$ cat config.mk
export PLATFORM = sky130hd
export DESIGN_NAME = snow64_long_div_param_radix
export DESIGN_NICKNAME = d
export VERILOG_FILES = /design/src/rtl/snow64_long_div_param_radix.sv
export SDC_FILE = /design/constraint.sdc
export NUM_CORES = 1
export LEC_CHECK = 0
export ABC_AREA = 1
export CAP_MARGIN = 25
export CELL_PAD_IN_SITES_DETAIL_PLACEMENT = 0
export CELL_PAD_IN_SITES_GLOBAL_PLACEMENT = 1
export CORE_ASPECT_RATIO = 0.7
export CORE_MARGIN = 2
export CORE_UTILIZATION = 35
export CTS_BUF_LIST = sky130_fd_sc_hd__clkbuf_4 sky130_fd_sc_hd__clkbuf_8 sky130_fd_sc_hd__clkbuf_16
export CTS_CLUSTER_SIZE = 25
export DETAILED_ROUTE_END_ITERATION = 7
export HOLD_SLACK_MARGIN = 0.15
export PLACE_DENSITY_LB_ADDON = 0.08
export SYNTH_ARGS = -nofsm -noshare
export SYNTH_HDL_FRONTEND = slang
export SYNTH_SLANG_ARGS = --single-unit
$ cat constraint.sdc
create_clock -name clk -period 20.3 [get_ports clk]
set_clock_uncertainty 0.15 [all_clocks]
set_input_delay 5.075 -clock clk [delete_from_list [all_inputs] [get_ports clk]]
set_output_delay 5.075 -clock clk [all_outputs]
set_load 0.005 [all_outputs]
$ cat src/rtl/snow64_long_div_param_radix.sv
// Unsigned WIDTH_A/WIDTH_B long divider retiring BITS_PER_ITER quotient bits per cycle.
// Optional remainder output: define SNOW64_LONG_DIV_PARAM_RADIX_REMAINDER_EN to build it (tied to 0 otherwise).
module snow64_long_div_param_radix #(
    parameter int WIDTH_A       = 16,
    parameter int WIDTH_B       = 8,
    parameter int BITS_PER_ITER = 4
) (
    input  logic               clk,
    input  logic               rst_n,
    input  logic               start,
    input  logic [WIDTH_A-1:0] a,
    input  logic [WIDTH_B-1:0] b,
    output logic [WIDTH_A-1:0] quotient,
    output logic [WIDTH_B-1:0] remainder,
    output logic               div_by_zero,
    output logic               valid,
    output logic               can_accept_cmd
);
    localparam int NUM_ITERS = WIDTH_A / BITS_PER_ITER;
    localparam int R         = 1 << BITS_PER_ITER;
    localparam int MW        = WIDTH_B + BITS_PER_ITER;
    localparam int CNT_W     = (NUM_ITERS > 1) ? $clog2(NUM_ITERS) : 1;

    typedef enum logic {IDLE, WORK} state_t;

    state_t             state_q, state_d;
    logic [CNT_W-1:0]   cnt_q, cnt_d;
    logic [WIDTH_A-1:0] quot_q, quot_d;
    logic               dbz_q, dbz_d;
    logic               valid_q, valid_d;

    logic [WIDTH_A-1:0] a_q, a_d;
    logic [MW-1:0]      cur_q, cur_d;
    logic [MW-1:0]      m_q [R];
    logic [MW-1:0]      m_d [R];

    logic [MW-1:0]            cur_sh;
    logic [MW-1:0]            m_sel;
    logic [BITS_PER_ITER-1:0] dig;
    logic [BITS_PER_ITER-1:0] cand;
    logic                     last_step;

    // The multiples table is monotonic, so the largest fitting digit is found by
    // a binary search that settles one digit bit per level, MSB first.
    always_comb begin
        cur_sh = {cur_q[WIDTH_B-1:0], a_q[WIDTH_A-1 -: BITS_PER_ITER]};
        dig    = '0;
        cand   = '0;
        for (int l = BITS_PER_ITER - 1; l >= 0; l--) begin
            cand = dig | (BITS_PER_ITER'(1) << l);
            if (m_q[cand] <= cur_sh) begin
                dig = cand;
            end
        end
        m_sel = m_q[dig];
    end

    assign last_step = (state_q == WORK) && (cnt_q == '0);

    always_comb begin
        state_d = state_q;
        cnt_d   = cnt_q;
        quot_d  = quot_q;
        dbz_d   = dbz_q;
        valid_d = valid_q;
        a_d     = a_q;
        cur_d   = cur_q;
        m_d     = m_q;
        case (state_q)
            IDLE: begin
                if (start) begin
                    // A zero divisor runs a zero dividend against M[d]=d so every digit is 0.
                    a_d = (b == '0) ? '0 : a;
                    for (int d = 0; d < R; d++) begin
                        m_d[d] = (b == '0) ? MW'(d) : MW'(d) * MW'(b);
                    end
                    cnt_d   = CNT_W'(NUM_ITERS - 1);
                    cur_d   = '0;
                    dbz_d   = (b == '0);
                    valid_d = 1'b0;
                    state_d = WORK;
                end
            end
            WORK: begin
                cur_d  = cur_sh - m_sel;
                a_d    = a_q << BITS_PER_ITER;
                quot_d = (quot_q << BITS_PER_ITER) | WIDTH_A'(dig);
                cnt_d  = cnt_q - CNT_W'(1);
                if (cnt_q == '0) begin
                    cnt_d   = '0;
                    valid_d = 1'b1;
                    state_d = IDLE;
                end
            end
            default: state_d = IDLE;
        endcase
    end

    always_ff @(posedge clk or negedge rst_n) begin
        if (!rst_n) begin
            state_q <= IDLE;
            cnt_q   <= '0;
            quot_q  <= '0;
            dbz_q   <= 1'b0;
            valid_q <= 1'b0;
        end else begin
            state_q <= state_d;
            cnt_q   <= cnt_d;
            quot_q  <= quot_d;
            dbz_q   <= dbz_d;
            valid_q <= valid_d;
        end
    end

    // Working datapath is always rewritten on acceptance, so it needs no reset.
    always_ff @(posedge clk) begin
        a_q   <= a_d;
        cur_q <= cur_d;
        m_q   <= m_d;
    end

`ifdef SNOW64_LONG_DIV_PARAM_RADIX_REMAINDER_EN
    logic [WIDTH_B-1:0] rem_q, rem_d;

    // Final partial remainder is below b, so the top BITS_PER_ITER bits are zero.
    always_comb begin
        rem_d = last_step ? cur_d[WIDTH_B-1:0] : rem_q;
    end

    always_ff @(posedge clk or negedge rst_n) begin
        if (!rst_n) begin
            rem_q <= '0;
        end else begin
            rem_q <= rem_d;
        end
    end

    assign remainder = rem_q;
`else
    assign remainder = '0;
`endif

    assign quotient       = quot_q;
    assign div_by_zero    = dbz_q;
    assign valid          = valid_q;
    assign can_accept_cmd = (state_q == IDLE);
endmodule

* Yosys cells after proc, flatten, opt, wreduce, memory -nomap -nowiden
Index checks and enable logic that the tools add are counted.
Word-level totals: register bits after elaboration 201, input bits 27, output and inout bits 27, word-level logic and storage cells 93
Operators by class: add/sub/neg operators 2, multiply operators 11, $lt $le $gt $ge 8, equality and inequality tests 2, multiplexer cells 30, bitwise operators 6, reduce and logical (&&, ||, !) cells 4
Operator list (count):
- $bmux 12 s4 | 4
- $mux 12 | 6
- $le 12x12->1 | 4
- $mul 4x8->12 const A | 4
- $mul 3x8->11 const A | 4
- $mux 16 | 2
- $pmux 16 s2 | 1
- $mul 2x8->10 const A | 3
- $mux 8 | 3
- $ge 5x5->1 const B | 4
- $not 4->5 | 4
- $or 16x4->16 | 1
- $pmux 8 s2 | 1
- $logic_not 8->1 | 1
- $sub 8x8->8 | 1
- $mux 2 | 3
- $mux 1 | 5
- $mux 4 | 1
- $pmux 1 s2 | 2
- $pmux 2 s2 | 1
- $reduce_and 2->1 | 2
- $mux 3 | 1
- $logic_not 2->1 | 1
- $ne 2x1->1 const B | 1
- other kinds (3) | 3

* Longest topological paths before layout
Gate-level depths: netlist (run 1).
word-level depth 26, mapped depth 67

* Worst setup path after synthesis (run 1)
OpenSTA, ideal clock, no wires.
kind input-to-reg, start input port b[0], end register m_q[10] (netlist name), data pin, arrival 7599 ps, path slack 12297 ps, cell stages on the path 16, path through fa_1 inv_1 fa_1 inv_1 fa_1 nand2_1 inv_1 o21ai_0 nand2_1 a21o_1 a21oi_1 nor2_1 o21ai_0 nand3_1 nand2_1 nor2_1
Between the ends: word-level cells in the longest chain between the ends 1, elaborated cells between the ends (all ways) 2, classes of those cells 1 x mul; 1 x reduce/logical
RTL lines:
- start, declared | RTL line 12 | input logic [WIDTH_B-1:0] b,
- $mul 4x8->12 or $logic_not 8->1 (tied branches) | RTL line 75 | m_d[d] = (b == '0) ? MW'(d) : MW'(d) * MW'(b);
- end signal, assigned | RTL line 119 | m_q <= m_d;
- end, declared | RTL line 34 | logic [MW-1:0] m_q [R];
Several ways; a longest one is shown, not always the timed one. A chain may end at the register's enable or synchronous reset.

* Worst setup path in the final report (run 1)
start register m_q[140] (netlist name), end register cur_q[7], data pin
Between the ends: word-level cells in the longest chain between the ends 26
RTL lines:
- $le 12x12->1
- $mux 4
- $not 4->5
- $bmux 12 s4 | RTL line 51 | if (m_q[cand] <= cur_sh) begin
- $mux 12 (implied by the code) (2 in series) | RTL line 51
- $le 12x12->1 | RTL line 51
- $mux 3 | RTL line 51
- $not 4->5 (implied by the code) | RTL line 51
- (+7 left out)
- $mux 12 (implied by the code) (2 in series) | RTL line 51
- $le 12x12->1 | RTL line 51
- $mux 1 | RTL line 51
- $not 4->5 (implied by the code) | RTL line 55 | m_sel = m_q[dig];
- $bmux 12 s4 (*) | RTL line 55
- $mux 8 (implied by the code) (*) (2 in series) | RTL line 55
- $sub 8x8->8 (*) | RTL line 85 | cur_d = cur_sh - m_sel;
- $pmux 8 s2 (*) | RTL line 69 | case (state_q)
- end signal, assigned | RTL line 118 | cur_q <= cur_d;
- end, declared | RTL line 33 | logic [MW-1:0] cur_q, cur_d;
Mark *: on every way between the ends. The rest lies on a longest branch, timed or not. The select of a mux whose other input is x is not followed.

==> summary.md, run 1 <==
| Metric | Value |
|---|---|
| Critical-path top delay cell | `edfxtp_1` |
| Initial drt markers | `716` |
| Worst R2R Start | `m_q[140]$_SDFFCE_PP0P_` |
| CP Data Required Time | `approximately 20 ns` |
| Die width | `205 µm` |
| # DRC | `0` |
| CP max FO | `45` |
| Gr usage total | `0.212` |
| Grt ovf | `0` |
| Post-Route WL | `around 30000 µm` |
| Antenna viol nets, final | `0` |
| # IOs | `54` |
| Post-cts sizing count | `0` |
| Synth top area share | `0.288` |
| Root Driver | `clkbuf_16` |
| Post-synth EDFFs | `95` |
| CP Data Arrival Time | `11.58 ns` |
| Initial antenna violation count | `0` |
| Largest net degree at the start of global routing | `72` |
| Final setup fails | `0` |
| # fillers | `2904` |
| # rows | `51` |
| TritonRoute pass-1 iters | `5` |
| CP bufs+invs | `9` |
| Post-synthesis compound-gate area fraction | `0.157` |
| Yosys warns | `0` |
| Synth unique cells | `44` |
| Setup TNS Final | `0 ns` |
| Max Buffers Root-to-Sink | `2` |
| Number of port buffers | `45` |
| Status | `completed` |
| Post-synthesis mux area share | `0` |
| Hold buffers post-CTS | `0` |
| CTS buffer count | `17` |
| Final Hold Violating Endpoints | `0` |
| Cell count after synthesis | `1203` |
| Nets | `1420` |
| Synthesized area | `0.00991 mm²` |
| FFs w/ async S/R, synth | `0.181` |
| DP HPWL | `22400 µm` |
| Area leader, netlist | `edfxtp_1` |
| Relative slew slack | `0.369` |
| Syn avg cell area | `8.24 µm²` |
| Core area | `between 0.02 and 0.03 mm²` |
| Sink Count | `116` |
| Antenna Cells | `0` |
| Unrepaired setup endpoints after global routing | `false` |
| Crit path largest cell delay | `0.46 ns` |
| Post-layout min period | `approximately 12 ns` |
| Wire length per cell | `18.4 µm` |
| Share of cells above drive strength 1 | `0.0552` |
| Hold_sp | `cnt_q[1]$_DFFE_PN0P_` |
| CTS tree | `done` |
| Post-CTS setup repair buffer count | `0` |
| Area growth syn-to-layout | `13.6%` |
| Chip height | `roughly 140 µm` |
| Hold depth | `1` |
| Hold Path Class | `reg -> reg` |
| Max-slew violation count | `0` |
| Setup crit end kind | `flip-flop` |
| Max-Cap Viols | `0` |
| Class of the most critical setup path | `reg -> reg` |
| Yosys reg bits | `116` |
| Latest clock arrival within the worst-skew pair | `0.45 ns` |
| CTS H-tree lvls | `4` |
| CP most frequent cell | `nand2_1` |
| Largest cells by area after synthesis | `edfxtp_1 (29%), ha_1 (15%), nand2_1 (8.5%)` |
| Die ar. | `slightly below 0.03 mm²` |
| Tightest Pin Transition | `0.946 ns` |
| Predominant post-synthesis flop cell | `edfxtp_1` |
| Synth Area in XOR/XNOR | `0` |
| Vias in the first global route | `7559` |
| Via count | `between 8000 and 9000` |
| Tcrit/Tclk final | `0.568` |
| Adder-cell share of the synthesized area | `0.222` |
| Initial Utilization | `0.356` |
| FF-to-FF End | `cur_q[7]$_SDFFCE_PN0P_` |
| Vias per cell | `5.05` |
| Element type at the critical path start | `flip-flop` |
| First-pass GRT wire length | `46100 µm` |
| Post-synthesis sequential area ratio | `0.341` |
| Main combinational cell family by area after synthesis | `adder cells` |
| Routability cong. | `0.852` |
| Top delay family on crit path | `simple AND/OR/NAND/NOR gates` |
| Hold_ws | `0.315 ns` |
| FF-to-FF setup slack | `8.77 ns` |
| Reg2reg path depth | `54` |
| Clock-pin slew on the worst setup and hold paths | `0.06 ns` |
| WHS Endpoint | `valid$_DFFE_PN0P_` |
| Synth Area in Simple Gates | `0.180` |
| Max frequency | `just under 0.09 GHz` |
==> stage by stage <==
step / area, µm² / std cells / setup slack (ns) / util
3_3_place_gp: 10600 / 1588 / 9.09 / 0.383
6_report: 11300 / 1622 / 8.77 / 0.405
4_1_cts: 11200 / 1620 / 8.91 / 0.403
2_1_floorplan: 9930 / 1210 / 12.30 / -
5_1_grt: 11300 / 1622 / 7.56 / 0.405
3_5_place_dp: 10600 / 1588 / 8.97 / 0.383
==> worst max-delay path by stage <==
stage | end | startpoint | cells past startpoint
2_1_floorplan | m_q[10]$_SDFFCE_PP0P_ | b[0] | 16
3_3_place_gp | cur_q[7]$_SDFFCE_PN0P_ | cur_q[5]$_SDFFCE_PN0P_ | 56
3_5_place_dp | cur_q[7]$_SDFFCE_PN0P_ | cur_q[5]$_SDFFCE_PN0P_ | 55
4_1_cts | cur_q[7]$_SDFFCE_PN0P_ | cur_q[5]$_SDFFCE_PN0P_ | 55
5_1_grt | cur_q[7]$_SDFFCE_PN0P_ | cur_q[5]$_SDFFCE_PN0P_ | 55
6_report | cur_q[7]$_SDFFCE_PN0P_ | m_q[140]$_SDFFCE_PP0P_ | 54
==> cells in the final DEF, fill, tap and decap left out, types with 6 or more instances in the layout <==
cell / netlist / routed
a31oi_1: 7 / 7
inv_1: 184 / 183
nand3_1: 62 / 62
a21oi_1: 101 / 101
clkdlybuf4s50_1: 0 / 45
fa_1: 35 / 35
edfxtp_1: 95 / 95
buf_4: 10 / 9
nand2_1: 224 / 224
clkbuf_16: 0 / 18
o21ai_0: 105 / 105
o21bai_1: 7 / 7
conb_1: 1 / 8
o21ai_1: 10 / 10
o2111ai_1: 7 / 7
o211ai_1: 14 / 14
a21o_1: 6 / 6
o221ai_1: 7 / 7
nand4_1: 7 / 7
nor2_1: 88 / 88
dfrtp_1: 21 / 21
or2_2: 7 / 7
ha_1: 120 / 120
==> synthesized netlist by cell type (2+ instances only) <==
cell,instances
nand2_1,224
nand4_1,7
clkbuf_1,19
inv_2,4
o211ai_1,14
o31ai_1,3
dfrtp_1,21
a31oi_1,7
nand3b_1,2
clkinv_1,2
nor3_1,5
o21a_1,5
or2_0,3
o22ai_1,5
o21ai_0,105
o221ai_1,7
inv_1,184
nand2_4,2
buf_2,13
buf_6,5
o21bai_1,7
nor2_4,2
fa_1,35
a21oi_1,101
ha_1,120
nor2_1,88
nand3_2,2
nand3_1,62
edfxtp_1,95
o2111ai_1,7
buf_4,10
a21o_1,6
o21ai_1,10
or2_2,7
or2_1,2
nor2_2,4
==> final cells by class <==
cell class | instances | area, µm² | area share
clock buffers | 19 | 464 | 0.0412
repair buffers | 56 | 573 | 0.0509
inverters | 190 | 713 | 0.0633
clock inverters | 13 | 91.3 | 0.00811
well taps | 371 | 464 | 0.0412
multi-input cells | 857 | 5580 | 0.495
flip-flops and latches | 116 | 3380 | 0.300
==> logic make-up (layout without fill, tap and decap cells) <==
| kind of cell | Yosys count | count (layout) |
|---|---|---|
| simple gates | 415 | 415 |
| compound gates | 279 | 279 |
| buf+inv | 237 | 278 |
| fa+ha+maj | 155 | 155 |
| flops | 116 | 116 |
| other cells | 1 | 8 |
==> flip-flops by register name (all words and copies together), names as in the netlist <==
register and count:
div_by_zero 1, cur_q 8, quotient 16, a_q 16
state_q 1, valid 1, cnt_q 2, m_q 71
==> layer usage <==
layer,global-route usage,part of all wire,vias to the layer above
met5,0,0,-
met4,0.0519,0.012,0
met3,0.0446,0.055,25
met2,0.291,0.40,199
met1,0.333,0.53,3856
li1,-,-,4106
Power of run 1 is not shown: default switching activity piles up to over one toggle a cycle in this logic, so the estimate is an artifact.
==> inputs of run 2 (changes only) <==
Clock period 20.3 ns to 11.55 ns, I/O delays scaled along.
==> run 2 against run 1 <==
Compared with the run above: first-iteration DRC count is 24% lower; clock-buffer cell count increased by 4; die area unchanged; global-route usage fell by 0.50 points; sequential share of layout area is 0.18 points lower; register-to-register slack worse by 7.8 ns; final cell count rose by 0.25%; highest routed layer unchanged.
==> summary.md, run 2 (synthesis gave the netlist of run 1 again) <==
| Metric | Value |
|---|---|
| Status | `completed (unchanged)` |
| CP Data Required Time | `11.59 ns (was 20.34 ns)` |
| DP HPWL | `22400 µm (about the same)` |
| Hold Path Class | `reg -> reg (unchanged)` |
| First-pass GRT wire length | `45300 µm (was 46100 µm)` |
| Antenna Cells | `0 (unchanged)` |
| Tightest Pin Transition | `1.00 ns (was 0.946 ns)` |
| Core area | `0.0278 mm² (unchanged)` |
| Hold buffers post-CTS | `0 (unchanged)` |
| Vias in the first global route | `7509 (was 7559)` |
| Class of the most critical setup path | `reg -> reg (unchanged)` |
| Clock-pin slew on the worst setup and hold paths | `0.06 ns (about the same)` |
| CP Data Arrival Time | `10.63 ns (was 11.58 ns)` |
| Final Hold Violating Endpoints | `0 (unchanged)` |
| # DRC | `0 (unchanged)` |
| Most common cell after layout, fill and taps aside | `nand2_1 (unchanged)` |
| Gr usage total | `0.207 (was 0.212)` |
| Nets | `1424 (was 1420)` |
| Most frequent cells in the layout | `nand2_1 (224), inv_1 (182), ha_1 (120) (was nand2_1 (224), inv_1 (183), ha_1 (120))` |
| Routability cong. | `0.836 (was 0.852)` |
| TritonRoute pass-1 iters | `5 (unchanged)` |
| Met1 Wirelength | `16100 µm (was 15900 µm)` |
| Metal2 WL | `11600 µm (was 11900 µm)` |
| # IOs | `54 (unchanged)` |
| Wire length per cell | `18.1 µm (was 18.4 µm)` |
| Vias per cell | `4.99 (was 5.05)` |
| CTS tree | `done (unchanged)` |
| CTS H-tree lvls | `4 (unchanged)` |
| Share of cells above drive strength 1 | `0.0590 (was 0.0552)` |
| Tcrit/Tclk final | `0.917 (was 0.568)` |
| CP most frequent cell | `nand2_1 (unchanged)` |
| Largest net degree at the start of global routing | `72 (unchanged)` |
| Chip height | `145 µm (unchanged)` |
| Max-Cap Viols | `0 (unchanged)` |
| Initial antenna violation count | `0 (unchanged)` |
| Critical-path top delay cell | `edfxtp_1 (unchanged)` |
| Area after DPL | `0.0107 mm² (was 0.0106 mm²)` |
| Setup TNS Final | `0 ns (unchanged)` |
| Grt ovf | `0 (unchanged)` |
| Relative slew slack | `0.333 (was 0.369)` |
| Max Buffers Root-to-Sink | `2 (unchanged)` |
| Final setup fails | `0 (unchanged)` |
| Via count | `8117 (was 8186)` |
| Sink Count | `116 (unchanged)` |
| # rows | `51 (unchanged)` |
| Post-Route WL | `29400 µm (was 29900 µm)` |
| Crit path largest cell delay | `0.38 ns (was 0.46 ns)` |
| Post-layout min period | `10.59 ns (was 11.53 ns)` |
| Root Driver | `clkbuf_16 (unchanged)` |
| Initial Utilization | `0.356 (unchanged)` |
| CP max FO | `45 (unchanged)` |
| Die ar. | `0.0297 mm² (unchanged)` |
| Largest register by flop count | `m_q (unchanged)` |
| Initial drt markers | `545 (was 716)` |
| # fillers | `2893 (was 2904)` |
| Setup crit end kind | `flip-flop (unchanged)` |
| CTS buffer count | `17 (unchanged)` |
| Max frequency | `0.0944 GHz (was 0.0867 GHz)` |
| Latest clock arrival within the worst-skew pair | `0.44 ns (was 0.45 ns)` |
| Post-route cell area | `0.0113 mm² (about the same)` |
| Detail Route met3 WL | `1520 µm (was 1650 µm)` |
| Number of port buffers | `45 (unchanged)` |
| Highest metal used | `met4 (unchanged)` |
| Largest register FFs | `71 (unchanged)` |
| Element type at the critical path start | `flip-flop (unchanged)` |
| Antenna viol nets, final | `0 (unchanged)` |
| Max-slew violation count | `0 (unchanged)` |
| Area growth syn-to-layout | `14.3% (was 13.6%)` |
| Unrepaired setup endpoints after global routing | `false (unchanged)` |
| Die width | `205 µm (unchanged)` |
| Post-CTS setup repair buffer count | `0 (unchanged)` |
==> run 2: metal layers <==
layer / vias to the layer above / GRT usage
li1: 4109 / -
met1: 3806 / 0.335
met2: 186 / 0.280
met3: 16 / 0.0381
met4: 0 / 0.0405
met5: - / 0
==> run 2: path summary, 6_finish.rpt <==
kind / cells after the start / to / slack [ns] / from
setup reg to reg: 60 / cur_q[7]$_SDFFCE_PN0P_ / 0.96 / cur_q[6]$_SDFFCE_PN0P_
max in group asynchronous: 2 / state_q$_DFF_PN0_ / 8.42 / rst_n
hold / removal: 1 / valid$_DFFE_PN0P_ / 0.32 / cnt_q[1]$_DFFE_PN0P_
min in group asynchronous: 1 / quotient[12]$_DFFE_PN0P_ / 2.48 / rst_n
hold reg to reg: 1 / valid$_DFFE_PN0P_ / 0.32 / cnt_q[1]$_DFFE_PN0P_
setup / recovery: 60 / cur_q[7]$_SDFFCE_PN0P_ / 0.96 / cur_q[6]$_SDFFCE_PN0P_
==> run 2: critical path, delay by kind of cell (launching register included) <==
kind            cells  cell delay, ns
simple gates       30            3.48
fa+ha+maj           5            1.51
flops               1            0.38
buf+inv            12            2.46
compound gates     13            2.28
==> run 2: final cells by class <==
class                      count  area (µm²)  area share
clock inverter                 9        60.1     0.00530
sequential                   116        3380       0.298
timing repair inverter         1        5.00    0.000442
timing repair buffer          59         583      0.0515
multi-input combinational    857        5580       0.493
clock buffer                  23         536      0.0473
inverter                     190         717      0.0633
tap                          371         464      0.0410
==> run 2: through the flow <==
step / setup WS, ns / instances / utilization / hold slack [ns]
4_1_cts: 0.703 / 1623 / 0.405 / 0.325
5_1_grt: 0.168 / 1626 / 0.407 / 0.350
3_3_place_gp: 0.739 / 1591 / 0.384 / 0.305
6_report: 0.960 / 1626 / 0.407 / 0.316
3_5_place_dp: 0.792 / 1591 / 0.384 / 0.313
2_1_floorplan: 3.87 / 1210 / - / 0.285
==> run 2: what timing repair did <==
| item | CTS | global route |
|---|---|---|
| resized for setup | 0 | 2 |
| endpoints found under the hold margin | 0 | 0 |
| endpoints found under the setup margin | 0 | 1 |
Power of run 2 is left out for the same reason.
==> inputs of run 3 (changes only) <==
Settings changed: SETUP_SLACK_MARGIN set to 0.02.
==> results of run 3 <==
Final layout, timing and power as in run 2 (identical DEF).
Power of run 3 is left out for the same reason.
==> RTL edit: new RTL, settings of run 2 <==
Change the parameter `WIDTH_A` from 16 to 8.
--- a/src/rtl/snow64_long_div_param_radix.sv
+++ b/src/rtl/snow64_long_div_param_radix.sv
@@ -3,3 +3,3 @@
 module snow64_long_div_param_radix #(
-    parameter int WIDTH_A       = 16,
+    parameter int WIDTH_A       = 8,
     parameter int WIDTH_B       = 8,
Interface: changed (resized a and quotient); port bits go from 54 to 38. No check against the original RTL was run, so the function may have changed too.
==> RTL edit against run 2 <==
- first-iteration DRC count up 16%
- setup slack better by 0.26 ns
- synthesized cell count down 2.7%
- final area down 8.3%
- synthesized area down 4.8%
- count of clock-buffer cells in the layout down 10
- routed wire length down 2.1%
- die area down 4.7%
- sequential cell count down 17
- final cell count down 4.4%
- critical path depth down 4
- critical endpoint is now cur_q[6]
Power is left out: the tool's default activity adds up to more than one toggle a clock period on the data nets, which glitch-free logic cannot reach.
==> RTL edit: results (changes against run 2) <==
qor: detailed_routing.met2RoutedLength 11500 microns [was 11600 microns]
qor: placed_design.port_buffers 29 [was 45]
qor: detailed_routing.routedWlPerCell 18.5 microns [was 18.1 microns]
qor: setup_path.worst_reg_to_reg_path_cell_count 56 [was 60]
qor: placed_design.routabilityCongestion 0.856 [was 0.836]
qor: grt.met2_usage 0.281 [was 0.280]
qor: setup_path.ff2ff_setup_slack 1.22 ns [was 0.96 ns]
qor: setup_path.timing.critical_path.arrival 10.41 ns [was 10.63 ns]
qor: synth.post_synth_num_cell_types 48 [was 44]
qor: clock_tree.clkTransAtPathRegs 0.07 ns
qor: clock_tree.clock_tree.htree_level_count 3 [was 4]
qor: setup_path.worstPathMaxFanout 34 [was 45]
qor: run_status.run_status finished clean [unchanged]
qor: cells_and_area.drive_above_1_share 0.0487 [was 0.0590]
qor: setup_path.crit_path_max_incr_delay 0.64 ns [was 0.38 ns]
qor: synth.synth.area.top_cells sky130_fd_sc_hd__edfxtp_1 (28%), sky130_fd_sc_hd__ha_1 (16%), sky130_fd_sc_hd__nand2_1 (8.1%) [was sky130_fd_sc_hd__edfxtp_1 (29%), sky130_fd_sc_hd__ha_1 (15%), sky130_fd_sc_hd__nand2_1 (8.5%)]
qor: grt.grtUsageMet3 0.0340 [was 0.0381]
qor: synth.synth_seq_area_share 0.309 [was 0.341]
qor: detailed_routing.routedLengthMet1 16000 microns [was 16100 microns]
qor: timing.worst-slew-pin-transition 0.880 ns [was 1.00 ns]
qor: placed_design.dp_hpwl 22400 microns [about the same]
qor: synth.synth.top_cells.by_count sky130_fd_sc_hd__nand2_1 (203), sky130_fd_sc_hd__inv_1 (180), sky130_fd_sc_hd__ha_1 (120) [was sky130_fd_sc_hd__nand2_1 (224), sky130_fd_sc_hd__inv_1 (184), sky130_fd_sc_hd__ha_1 (120)]
qor: cells_and_area.instances_no_fill 1554 [was 1626]
qor: cells_and_area.fin_nets 1359 [was 1424]
qor: grt.largest_net_degree_at_the_start_of_global_routing 73 [was 72]
qor: detailed_routing.drt-initial-drc-count 633 [was 545]
qor: cells_and_area.final.fill_count 2766 [was 2893]
qor: placed_design.dpl.cell_count 1537 [was 1591]
qor: synth.async_flop_share 0.121 [was 0.181]
RTL edit: cell types whose count changed after synthesis, sizes merged, moves of 6 or more:
cell     before  now
a21oi       101   94
o211ai       14   20
buf          28   34
edfxtp       95   87
o21a          5   11
nand2       227  206
dfrtp        21   12
o2111ai       7    1
RTL edit: cells by family (layout without fill, tap and decap cells):
kind of cell,count (synthesis),count (layout),synth area share
xor+xnor,1,1,0.000929
flops,99,99,0.309
simple gates,394,394,0.177
compound gates,288,288,0.174
buf+inv,233,245,0.105
other cells,1,8,0.000397
fa+ha+maj,155,155,0.233
RTL edit: metrics by stage:
step	hold slack (ns)	area (sq um)	utilization	setup slack [ns]
floorplan	0.274	9460	-	4.26
global placement	0.318	10000	0.377	1.32
detailed placement	0.313	10000	0.377	1.38
CTS	0.326	10400	0.390	1.34
global route	0.348	10400	0.391	0.147
finish	0.332	10400	0.391	1.22
RTL edit: final timing paths:
path	start	end
worst max-delay path	m_q[164]	cur_q[6]
worst min-delay path	cnt_q	valid
worst min register to register	cnt_q	valid
worst max register to register	m_q[164]	cur_q[6]
min in group asynchronous	rst_n	quotient[5]
max in group asynchronous	rst_n	quotient[6]
RTL edit: critical path, delay by kind of cell, from the launching register on:
kind,cells,cell delay [ns]
fa+ha+maj,5,1.63
flops,1,0.46
simple gates,28,3.02
compound gates,14,2.73
buf+inv,9,2.11
RTL edit: cell type report:
| type | count | area [sq um] | share of cell area |
|---|---|---|---|
| Clock buffer | 13 | 303 | 0.0291 |
| Clock inverter | 3 | 22.5 | 0.00217 |
| Inverter | 185 | 697 | 0.0671 |
| Multi-Input combinational cell | 846 | 5570 | 0.537 |
| Sequential cell | 99 | 2910 | 0.280 |
| Tap cell | 364 | 455 | 0.0438 |
| Timing Repair Buffer | 44 | 423 | 0.0407 |
